## src/rtl/qk_inst_sequencer.sv

```systemverilog
// qk_inst_sequencer: generates the fullchip inst/mem_in stream for one Q.K attention pass
// Ports:
//    clk, reset (async, active-low)
//    start     begin a pass (sampled in IDLE only)
//    abort     synchronous return to IDLE from any state
//    in_valid/in_data/in_ready  upstream Q/K row stream, element 0 in LSBs
//    mem_in    registered row to fullchip
//    inst      registered 17-bit fullchip instruction word
//    busy      high whenever not IDLE
//    done      one-cycle pass-complete pulse
//    phase     current state encoding
module qk_inst_sequencer #(
   parameter int TOTAL = 8,
   parameter int COL   = 8,
   parameter int PR    = 8,
   parameter int BW    = 8,
   parameter int GAP   = 10,
   parameter int AW    = 4
) (
   input  logic               clk,
   input  logic               reset,
   input  logic               start,
   input  logic               abort,
   input  logic               in_valid,
   input  logic [PR*BW-1:0]   in_data,
   output logic               in_ready,
   output logic [PR*BW-1:0]   mem_in,
   output logic [16:0]        inst,
   output logic               busy,
   output logic               done,
   output logic [3:0]         phase
);
   typedef enum logic [3:0] {
      S_IDLE  = 4'd0,
      S_QWR   = 4'd1,
      S_KWR   = 4'd2,
      S_KLOAD = 4'd3,
      S_GAP   = 4'd4,
      S_EXEC  = 4'd5,
      S_MOVE  = 4'd6,
      S_PRD   = 4'd7,
      S_DONE  = 4'd8
   } state_t;
   localparam int CW = 8;
   localparam logic [CW-1:0] T_LAST = CW'(TOTAL - 1);
   localparam logic [CW-1:0] C_LAST = CW'(COL - 1);
   localparam logic [CW-1:0] C_END  = CW'(COL);
   localparam logic [CW-1:0] K_LAST = CW'(COL + 1);
   localparam logic [CW-1:0] G_LAST = CW'(GAP - 1);
   state_t             state_q, state_d, ret_q, ret_d;
   logic [CW-1:0]      cnt_q, cnt_d;
   logic [16:0]        inst_q, inst_d;
   logic [PR*BW-1:0]   mem_q, mem_d;
   logic               done_q, done_d;
   logic [AW-1:0]      add, km1;
   logic               last;
   assign add      = cnt_q[AW-1:0];
   assign km1      = add - AW'(1);
   assign in_ready = (state_q == S_QWR) || (state_q == S_KWR);
   assign mem_in   = mem_q;
   assign inst     = inst_q;
   assign busy     = state_q != S_IDLE;
   assign done     = done_q;
   assign phase    = state_q;
   always_comb begin
      state_d = state_q;
      ret_d   = ret_q;
      cnt_d   = cnt_q;
      inst_d  = '0;
      mem_d   = mem_q;
      done_d  = 1'b0;
      last    = 1'b0;
      if (abort) begin
         state_d = S_IDLE;
         ret_d   = S_IDLE;
         cnt_d   = '0;
      end else begin
         case (state_q)
            S_IDLE: begin
               state_d = start ? S_QWR : S_IDLE;
               cnt_d   = '0;
            end
            S_QWR, S_KWR: begin
               // a missing beat is a stall: nothing issued, address held
               if (in_valid) begin
                  last           = (state_q == S_QWR) ? (cnt_q == T_LAST) : (cnt_q == C_LAST);
                  inst_d[4]      = state_q == S_QWR;
                  inst_d[2]      = state_q == S_KWR;
                  inst_d[15:12]  = add;
                  mem_d          = in_data;
                  cnt_d          = last ? '0 : cnt_q + CW'(1);
                  state_d        = !last ? state_q : (state_q == S_QWR) ? S_KWR : S_KLOAD;
               end
            end
            S_KLOAD: begin
               // load framed by one idle-address cycle on each side of the kmem reads
               last      = cnt_q == K_LAST;
               inst_d[6] = 1'b1;
               if (cnt_q != '0 && cnt_q <= C_END) begin
                  inst_d[3]     = 1'b1;
                  inst_d[15:12] = km1;
               end
               cnt_d   = last ? '0 : cnt_q + CW'(1);
               state_d = last ? S_GAP : S_KLOAD;
               ret_d   = S_EXEC;
            end
            S_GAP: begin
               last    = cnt_q == G_LAST;
               cnt_d   = last ? '0 : cnt_q + CW'(1);
               state_d = last ? ret_q : S_GAP;
            end
            S_EXEC: begin
               last          = cnt_q == T_LAST;
               inst_d[7]     = 1'b1;
               inst_d[5]     = 1'b1;
               inst_d[15:12] = add;
               cnt_d         = last ? '0 : cnt_q + CW'(1);
               state_d       = last ? S_GAP : S_EXEC;
               ret_d         = S_MOVE;
            end
            S_MOVE: begin
               last         = cnt_q == T_LAST;
               inst_d[16]   = 1'b1;
               inst_d[0]    = 1'b1;
               inst_d[11:8] = add;
               cnt_d        = last ? '0 : cnt_q + CW'(1);
               state_d      = last ? S_GAP : S_MOVE;
               ret_d        = S_PRD;
            end
            S_PRD: begin
               last         = cnt_q == T_LAST;
               inst_d[1]    = 1'b1;
               inst_d[11:8] = add;
               cnt_d        = last ? '0 : cnt_q + CW'(1);
               state_d      = last ? S_DONE : S_PRD;
            end
            S_DONE: begin
               done_d  = 1'b1;
               cnt_d   = '0;
               state_d = S_IDLE;
            end
            default: begin
               cnt_d   = '0;
               state_d = S_IDLE;
            end
         endcase
      end
   end
   always_ff @(posedge clk or negedge reset) begin
      if (!reset) begin
         state_q <= S_IDLE;
         ret_q   <= S_IDLE;
         cnt_q   <= '0;
         inst_q  <= '0;
         mem_q   <= '0;
         done_q  <= 1'b0;
      end else begin
         state_q <= state_d;
         ret_q   <= ret_d;
         cnt_q   <= cnt_d;
         inst_q  <= inst_d;
         mem_q   <= mem_d;
         done_q  <= done_d;
      end
   end
endmodule

```

## config.mk

```make
export PLATFORM = sky130hd
export DESIGN_NAME = qk_inst_sequencer
export DESIGN_NICKNAME = d
export VERILOG_FILES = /design/src/rtl/qk_inst_sequencer.sv
export SDC_FILE = /design/constraint.sdc
export NUM_CORES = 1
export LEC_CHECK = 0
export ABC_AREA = 1
export BUFFER_PORTS_ARGS = -buffer_cell sky130_fd_sc_hd__clkbuf_2
export CORE_ASPECT_RATIO = 0.6
export CORE_MARGIN = 2
export CORE_UTILIZATION = 45
export CTS_CLUSTER_SIZE = 16
export DETAILED_ROUTE_END_ITERATION = 8
export HOLD_SLACK_MARGIN = 0.03
export PLACE_DENSITY = 0.83
export SYNTH_ARGS = -nofsm -noshare
export SYNTH_HDL_FRONTEND = slang
export SYNTH_SLANG_ARGS = --single-unit
export TNS_END_PERCENT = 20
```

## constraint.sdc

```tcl
create_clock -name clk -period 1.4 [get_ports clk]
set_input_delay 0.07 -clock clk [delete_from_list [all_inputs] [get_ports clk]]
set_output_delay 0.07 -clock clk [all_outputs]
set_load 0.02 [all_outputs]
```

==> impl_metrics.tcl <==
set metrics [dict create \
    drc 0 \
    synth-seq-cells 95 \
    path_cells "nor2_4 > nand2_2 > nand2_2 > buf_4 > clkbuf_2" \
    initial_core_util 0.4677 \
    coreArea_mm2 0.009290 \
    fin_crit_sh 1.141 \
    slowest_delay_ps 420 \
    synth.distinct_cells 29 \
    power_density_mw_per_mm2 1726 \
    clk_latency_ps 340 \
    final_hold_viol_count 0 \
    p_leak_nw 3.826 \
    failed_checks "negative setup slack" \
    numPortBuffers 156 \
    cts-root-buf "clkbuf_16" \
    via_per_inst 5.039 \
    fmax_mhz 626.0 \
    placed_area_mm2 0.005649 \
    nets 865 \
    drv_cap 0 \
    cts_inserted_buffers 9 \
    synth_top_cell_by_area "dfrtp_1" \
    vias 4681 \
    clk_pin_slew_worst_paths_ps 60 \
    synth_flop_cell "dfrtp_1" \
    crit_fanout 4 \
    overflow 0 \
    fin_area_mm2 0.006948 \
    rsz0062_at_grt "yes" \
    status "finished with violations" \
    syn_nets 591 \
    dieHeight_um 80.12 \
    htreeDepth 3 \
    nFillCells 665 \
    synthTopCellsByCount "201 x nand2_1, 95 x dfrtp_1, 51 x o21ai_0, 32 x nor2_1, 28 x inv_1" \
    grt_pass1_vias 4812 \
    synth_area_leaders "dfrtp_1 55%, nand2_1 17%, o21ai_0 5.9%, nor2_1 2.8%, o21ai_1 2.6%" \
    worstPathArrival_ps 1530 \
    drive_gt1_frac 0.3726 \
    finalClockSkew_ps 5.668 \
    drt_first_pass_iters 5 \
    syn2layout_area_growth_pct 59.89 \
    ys_seq_area_frac 0.5471 \
    grt_max_degree 52 \
    rows 27 \
    setup_viol 85 \
    syn_inst 518 \
    track_usage 0.2854 \
    crit_path_end_kind "output pin" \
    pre_cts_ws_ps -209.6 \
    ys_warn_count 0 \
    crit_top_cell "nand2_2" \
    cts_tree "built" \
    fin_crit_ps 1598 \
    drv_slew 0 \
    slew_headroom 0.6772 \
    drt_iter0_drc 349 \
    routed_wl_um 14530 \
    wire_per_inst_um 15.64 \
    clockBufferDepth 2 \
    cts_sinks 95 \
    avgSynthCellArea_um2 8.389 \
    synth.top_cell.area_share 0.5471 \
    crit_buf_inv 2 \
    path_delay_family "simple AND/OR/NAND/NOR gates" \
    dp_hpwl_um 9251 \
    ir_worst_vdd_mv 1.037 \
    grt_pass1_wl_um 22850 \
    die_w_um 130.9 \
    async_flop_share 1.000 \
    critPathLaunchType "flop" \
    hold_class "in2async" \
    num_io_pins 157 \
    antenna_found_initial 0 \
    ant_nets 0 \
    fin_ws_ps -197.6 \
    synth_edf_count 0 \
    syn_area_mm2 0.004345 \
    yosysMostFrequentCell "nand2_1" \
    path_class "reg2out" \
    tightest_slew_ps 480.1 \
    required_ps 1330 \
    gp_congestion 1.125 \
    die_area_mm2 0.01048 \
    cp_slowest_cell "dfrtp_2" \
]
-- layout by cell type (no fill, tap or decap), types with 8 or more instances in the layout --
master,n
inv_1,25
clkbuf_2,154
nor2_1,26
dfrtp_1,92
nand2_2,18
buf_6,8
nand3_1,16
buf_4,52
dlygate4sd3_1,65
nand2_1,184
o21ai_0,46
o21ai_1,26
clkbuf_16,10
-- registers in the layout, indices dropped and copies added, names as in the netlist --
name / count
mem_in: 64
done: 1
ret_q: 3
cnt_q: 8
inst: 15
phase: 4
-- kinds of logic after synthesis --
logic type / Yosys count / synth area share
simple gates: 273 / 0.2617
flops: 95 / 0.5471
compound gates: 87 / 0.1034
buf+inv: 57 / 0.07227
fa+ha+maj: 4 / 0.01152
xor+xnor: 2 / 0.004032
-- power by group --
| group | internal (mW) | switching, mW | leakage [nW] |
|---|---|---|---|
| Clock | 1.57 | 1.03 | 0.160 |
| Sequential | 3.66 | 0.626 | 1.23 |
| Combinational | 1.92 | 3.18 | 2.44 |
-- what timing repair did --
item                                    in CTS  in global routing
gates resized for setup                     41                 27
setup buffers                                4                  1
pin swaps                                    9                  5
endpoints found under the setup margin      85                 86
gates cloned                                 1                  1
hold endpoints to repair                   159                  0
hold buffers                                65                  0
-- worst paths after layout --
path / startpoint / end / depth (start not counted) / slack, ps
setup / recovery: phase[3] / in_ready / 5 / -200
hold / removal: reset / inst[1] / 2 / 100
setup reg to reg: phase[3] / mem_in[4] / 8 / -190
hold reg to reg: mem_in[59] / mem_in[59] / 2 / 480
max in group asynchronous: reset / inst[10] / 3 / 800
min in group clk: abort / ret_q[2] / 2 / 110
-- cell type report --
type | count | area (um^2) | share of cell area
clock inverters | 7 | 96.34 | 0.01387
diodes | 2 | 5.005 | 0.0007203
well taps | 130 | 162.7 | 0.02341
flip-flops and latches | 95 | 2381 | 0.3427
multi-input cells | 366 | 1843 | 0.2653
repair buffers | 290 | 2122 | 0.3054
clock buffers | 9 | 225.2 | 0.03241
inverters | 30 | 112.6 | 0.01621
-- per-layer routing --
metal / up-vias / share of wire / track usage
met4: 0 / 0.026 / 0.1426
met3: 44 / 0.059 / 0.06862
met5: - / 0 / 0
met1: 2217 / 0.42 / 0.3549
li1: 2199 / - / -
met2: 221 / 0.49 / 0.4688
-- per-stage QoR --
stage,setup TNS [ps],hold WS (ps),total power [mW],instances,utilization
2_1_floorplan,-12790,-225.6,6.923,518,-
3_3_place_gp,-7744,-93.24,8.641,839,0.6081
3_5_place_dp,-11670,-89.65,8.823,839,0.6081
4_1_cts,-7591,95.64,11.72,925,0.7343
5_1_grt,-17300,110.9,12.68,927,0.7473
6_report,-10540,102.7,11.99,929,0.7479
(Power assumes the default switching activity.)
